`src/rtl/dcm_rst_ctrl.sv`:
```
// DCM reset sequencer: pulses the DCM reset, waits for lock, requires stable
// lock for a hold period, then releases the system reset. Lock loss or a soft
// request in RUN restarts the sequence; lock failures are counted.
module dcm_rst_ctrl #(
  parameter int unsigned RST_PULSE_CYC = 4,
  parameter int unsigned LOCK_TIMEOUT  = 1024,
  parameter int unsigned HOLD_CYC      = 16
) (
  input  logic       clk,
  input  logic       reset,
  input  logic       dcm_locked,
  input  logic       soft_rst_req,
  output logic       dcm_rst,
  output logic       sys_reset,
  output logic       clk_ok,
  output logic [7:0] err_cnt
);

  localparam int unsigned CNT_W = 16;
  localparam int unsigned ERR_W = 8;

  localparam logic [CNT_W-1:0] RST_LAST  = CNT_W'(RST_PULSE_CYC - 1);
  localparam logic [CNT_W-1:0] LOCK_LAST = CNT_W'(LOCK_TIMEOUT - 1);
  localparam logic [CNT_W-1:0] HOLD_LAST = CNT_W'(HOLD_CYC - 1);
  localparam logic [ERR_W-1:0] ERR_MAX   = {ERR_W{1'b1}};

  typedef enum logic [1:0] {
    S_DCM_RST,
    S_WAIT_LOCK,
    S_HOLD,
    S_RUN
  } state_t;

  state_t           state_q;
  state_t           state_d;
  logic [CNT_W-1:0] cnt_q;
  logic             err_inc;
  logic             lock_meta;
  logic             lock_s;

  // Two-flop synchronizer for the asynchronous lock indication
  always_ff @(posedge clk or posedge reset) begin
    if (reset) begin
      lock_meta <= 1'b0;
      lock_s    <= 1'b0;
    end else begin
      lock_meta <= dcm_locked;
      lock_s    <= lock_meta;
    end
  end

  // Next-state and failure-event decode
  always_comb begin
    state_d = state_q;
    err_inc = 1'b0;
    case (state_q)
      S_DCM_RST: begin
        if (cnt_q == RST_LAST) state_d = S_WAIT_LOCK;
      end
      S_WAIT_LOCK: begin
        if (lock_s) begin
          state_d = S_HOLD;
        end else if (cnt_q == LOCK_LAST) begin
          state_d = S_DCM_RST;
          err_inc = 1'b1;
        end
      end
      S_HOLD: begin
        if (!lock_s) begin
          state_d = S_DCM_RST;
          err_inc = 1'b1;
        end else if (cnt_q == HOLD_LAST) begin
          state_d = S_RUN;
        end
      end
      S_RUN: begin
        // Lock loss wins over a simultaneous soft request
        if (!lock_s) begin
          state_d = S_DCM_RST;
          err_inc = 1'b1;
        end else if (soft_rst_req) begin
          state_d = S_DCM_RST;
        end
      end
      default: state_d = S_DCM_RST;
    endcase
  end

  // State register with outputs registered from the next state, so each
  // output is a flop that tracks the state-register decode exactly
  always_ff @(posedge clk or posedge reset) begin
    if (reset) begin
      state_q   <= S_DCM_RST;
      dcm_rst   <= 1'b1;
      sys_reset <= 1'b1;
      clk_ok    <= 1'b0;
    end else begin
      state_q   <= state_d;
      dcm_rst   <= (state_d == S_DCM_RST);
      sys_reset <= (state_d != S_RUN);
      clk_ok    <= (state_d == S_RUN);
    end
  end

  // Shared cycle counter, cleared whenever the state changes
  always_ff @(posedge clk or posedge reset) begin
    if (reset) begin
      cnt_q <= '0;
    end else if (state_d != state_q) begin
      cnt_q <= '0;
    end else begin
      cnt_q <= cnt_q + CNT_W'(1);
    end
  end

  // Saturating lock-failure counter, cleared only by reset
  always_ff @(posedge clk or posedge reset) begin
    if (reset) begin
      err_cnt <= '0;
    end else if (err_inc && (err_cnt != ERR_MAX)) begin
      err_cnt <= err_cnt + ERR_W'(1);
    end
  end

endmodule

```
`config.mk`:
```
export PLATFORM = sky130hd
export DESIGN_NAME = dcm_rst_ctrl
export DESIGN_NICKNAME = d
export VERILOG_FILES = /design/src/rtl/dcm_rst_ctrl.sv
export SDC_FILE = /design/constraint.sdc
export NUM_CORES = 1
export LEC_CHECK = 0
export CAP_MARGIN = 20
export CORE_MARGIN = 8
export CORE_UTILIZATION = 59
export CTS_BUF_LIST = sky130_fd_sc_hd__clkbuf_16
export DETAILED_ROUTE_END_ITERATION = 8
export PLACE_DENSITY = 0.82
export REMOVE_ABC_BUFFERS = 1
export SLEW_MARGIN = 20
export SYNTH_ARGS = -nofsm -noshare
export SYNTH_HDL_FRONTEND = slang
export SYNTH_SLANG_ARGS = --single-unit
```
`constraint.sdc`:
```
create_clock -name clk -period 5.35 [get_ports clk]
set_clock_uncertainty 0.15 [all_clocks]
set_input_delay 1.3375 -clock clk [delete_from_list [all_inputs] [get_ports clk]]
set_output_delay 1.3375 -clock clk [all_outputs]
set_load 0.02 [all_outputs]
```
# == Word-level counts from Yosys, hierarchy flattened ==
# Cells that the tools add are included.
# word_totals
reg_bits,31
latch_bits,0
ram_bits,0
romBits,0
input_bits,4
wordCells,37
mem_count,0
# classes
add_sub_neg,2
mul,0
div_mod_pow,0
n_lt_le_gt_ge,0
eq_ne,10
n_shift,0
mux,13
n_bitwise,0
reduce_logical,4
# ops
operator,count
16-bit by 1-bit adder with 16-bit output (second input constant),1
16-bit by 10-bit == test with 1-bit output (second input constant),1
16-bit by 2-bit == test with 1-bit output (second input constant),1
16-bit by 4-bit == test with 1-bit output (second input constant),1
16-bit two-way mux,1
2-bit two-way mux,7
8-bit by 1-bit adder with 8-bit output (second input constant),1
8-bit != test (second input constant),1
2-bit one-hot mux with 4 select lines,1
2-bit == test (second input constant),3
2-bit zero test,2
1-bit two-way mux,3
2-bit by 1-bit == test with 1-bit output (second input constant),1
2-bit != test,1
2-bit != test (second input constant),1
1-bit one-hot mux with 2 select lines,1
2-bit OR reduction,1
1-bit logical AND,1

# == Depth between registers and ports, before layout ==
# depth
ltp_word,6
ltp_mapped,7

# == Least setup slack after synthesis ==
# No wires, ideal clock.
# synth_path
path_type,input-to-reg
start,in soft_rst_req
end,reg cnt_q[1]
setup_ns,0.073
arrival_time_ns,1.915
t_required_ns,5.127
slack_ns,3.212
cell_stages,4
n_path_buf,1
path_cell_list,nand4b_1 -> and3_1 -> buf_2 -> nor2b_1
# synth_via
elab_chain_cells,5
# synth_rtl
item,line,source
start: declaration,12,"input logic soft_rst_req,"
2-bit two-way mux,81,end else if (soft_rst_req) begin
2-bit two-way mux,78,if (!lock_s) begin
2-bit one-hot mux with 4 select lines,56,case (state_q)
2-bit != test,109,end else if (state_d != state_q) begin
16-bit two-way mux,109,
end signal: assignment,112,cnt_q <= cnt_q + CNT_W'(1);
end: declaration,36,logic [CNT_W-1:0] cnt_q;
# No other way between the ends.
# A chain may end at the register's enable or synchronous reset.

# == Worst setup path after layout ==
# layout_path
start,reg err_cnt[0]
end,out err_cnt[0]
# layout_rtl
item,line,source
start: declaration,16,output logic [7:0] err_cnt
start signal: assignment,121,err_cnt <= err_cnt + ERR_W'(1);
# No word-level cell between the ends.

==> results.yml <==
global_route:
  grtUsageTotal_pct: 15.85
  grt_overflow: 0
  grt_pass1_wl_um: 5326
  antenna_found_initial: 0
  grt_max_degree: 32
  grt_pass1_vias: 1140
logic_synthesis:
  yosysMostFrequentCell: "dfrtp_1"
  synth_flop_cell: "dfrtp_1"
  yosysTopAreaCellShare_pct: 48.33
  yosys_warnings: 0
  synth_area_leaders: "dfrtp_1, xnor2_1, xor2_1"
  syn_avg_cell_area_um2: 10.80
  synth_area_um2: 1501
  ys_top_cells_by_count: "dfrtp_1, nor2_1, xnor2_1"
  ys_seq_area_share_pct: 51.83
  syn_inst: 139
  ys_ff_latch: 31
  ys_types: 34
  synth_area_leader_cell: "dfrtp_1"
  synthArstFlopShare_pct: 100.0
  synth-edff-count: 0
worst_setup_path:
  startpoint: "err_cnt[0]"
  crit_path_start_kind: "register"
  worstRegToRegCells: 5
  slowest_delay_ns: 0.65
  crit_family: "buffers and inverters"
  cp_data_required_time_ns: 3.86
  worstPathArrival_ns: 1.38
  path_cells: "clkdlybuf4s50_1"
  regToRegStartpoint: "cnt_q[0]"
  r2r_slack_ns: 3.35
  endpoint_kind: "output port"
  rr_endpoint: "err_cnt[1]"
  critPathBufInv: 1
  cp_max_fo: 6
  path_depth: 1
  crit_end: "err_cnt[0]"
  crit_type: "register to output port"
  crit_slowest_cell: "clkdlybuf4s50_1"
layout:
  regArea_um2: 778.2
  multi_input_area_um2: 700.7
  drive_above_1_share_pct: 9.494
  nets: 163
  fill_cells: 171
  final_cells: 188
  area_growth_pct: 21.75
  antennaDiodeCount: 0
cts:
  hold_buffers: 0
  cts_num_sinks: 31
  cts_tree: "built"
  cts_buffers: 5
  cts_setup_buffers: 0
  cts_buffer_depth: 2
  worstSkewPairLatency_ns: 0.27
  cts-root-buf: "clkbuf_16"
  cts_resized: 0
  clk_pin_slew_ns: 0.05
  h-tree-depth: 2
floorplan:
  start_util_pct: 61.16
  fp.dieW_um: 66.45
  dieArea_um2: 4415
  core_area_um2: 2455
  io_pins: 15
  die_h_um: 66.45
  row_count: 18
power_and_ir_drop:
  leakage_nw: 0.8014
  ir_drop_uv: 342.1
  power_density_nw_per_um2: 463.7
sta:
  hold_viol: 0
  slew_headroom_pct: 58.72
  tightestPinTransition_ns: 0.6182
  setup_violations: 0
  slew_violations: 0
  tns_ns: 0
  finalCriticalPeriod_ns: 2.863
  worst_slack_ns: 2.487
  fin_crit_sh_pct: 53.52
  hold_ws_ns: 0.1981
  clock.fmax_mhz: 349.3
  rsz0062_at_grt: "false"
placement:
  hpwlAfterDp_um: 2100
  io_buffers: 14
  pre_cts_slack_ns: 2.489
  globalplace.congestion: 0.7659
  place_inst: 180
worst_hold_path:
  hp-class: "register to register"
routing:
  routedWlPerCell_um: 15.96
  detail-route-antenna-nets: 0
  wl_um: 3001
  drt_iter0_drc: 62
  dr.pass1.iters: 4
  dr_total_vias: 1089
  vias_per_cell: 5.793
  drc: 0
flow_run:
  drv_cap: 0
run_status:
  status: "completed"
[registers in the layout, summed over array words and instances, names as in the netlist]
name	flops
lock_s	1
cnt_q	16
sys_reset	1
err_cnt	8
state_q	2
lock_meta	1
dcm_rst	1
clk_ok	1
[worst min-delay path by stage]
stage	end	startpoint	cells after the start	slack (ns)
after floorplan	lock_s	lock_meta	0	0.18
after global placement	lock_s	lock_meta	0	0.21
after detailed placement	lock_s	lock_meta	0	0.19
after CTS	lock_s	lock_meta	0	0.20
after global routing	lock_s	lock_meta	0	0.21
final	lock_s	lock_meta	0	0.20
[cell usage in the layout, fill, tap and decap left out, types with 2 or more instances in the layout]
master / synthesis / final
o21ai_1: 3 / 3
and3_1: 8 / 8
xnor2_1: 11 / 11
o21a_1: 2 / 2
and2_1: 3 / 3
nand3_1: 6 / 6
nand4_1: 8 / 8
dfrtp_1: 29 / 29
ha_1: 2 / 2
nor2_1: 19 / 19
xor2_1: 10 / 10
clkdlybuf4s50_1: 0 / 14
and4_1: 3 / 3
nand2_1: 8 / 8
dfstp_2: 2 / 2
nor2b_1: 3 / 3
clkbuf_16: 0 / 5
[power breakdown]
part	switching, mW	total [mW]	internal, mW
registers	0.0583	0.336	0.278
clock network	0.0935	0.310	0.216
logic	0.106	0.202	0.0955
total	0.258	0.848	0.590
[logic make-up (layout without fill, tap and decap cells)]
group	after synthesis	after routing	share of synthesized area (%)
AND/OR/NAND/NOR	66	66	25.17
buffers and inverters	5	24	1.500
AO/OA/AOI/OAI	13	13	6.833
multiplexers	1	1	0.7499
adder cells (fa/ha/maj)	2	2	1.666
flip-flops	31	31	51.83
XOR/XNOR	21	21	12.25
[layout make-up]
class,instances,area share (%)
clock buffers,5,6.845
multi-input cells,103,38.33
flip-flops and latches,31,42.57
repair buffers,14,7.666
well taps,30,2.053
clock inverters,3,2.122
inverters,2,0.4107
[metrics by stage]
step / utilization, % / total power [mW] / area, µm²
2_1_floorplan: - / 0.4570 / 1486
3_3_place_gp: 67.79 / 0.5296 / 1664
3_5_place_dp: 67.79 / 0.5426 / 1664
4_1_cts: 74.46 / 0.8543 / 1828
5_1_grt: 74.46 / 0.8952 / 1828
6_report: 74.46 / 0.8476 / 1828
[per-layer routing]
metal | wire (µm) | GRT usage [%] | vias up
li1 | - | - | 522
met1 | 1300 | 18.53 | 542
met2 | 1525 | 26.30 | 16
met3 | 112 | 4.746 | 9
met4 | 63 | 6.667 | 0
met5 | 0 | 0 | -
No activity file was read; power rests on OpenSTA's default activity.
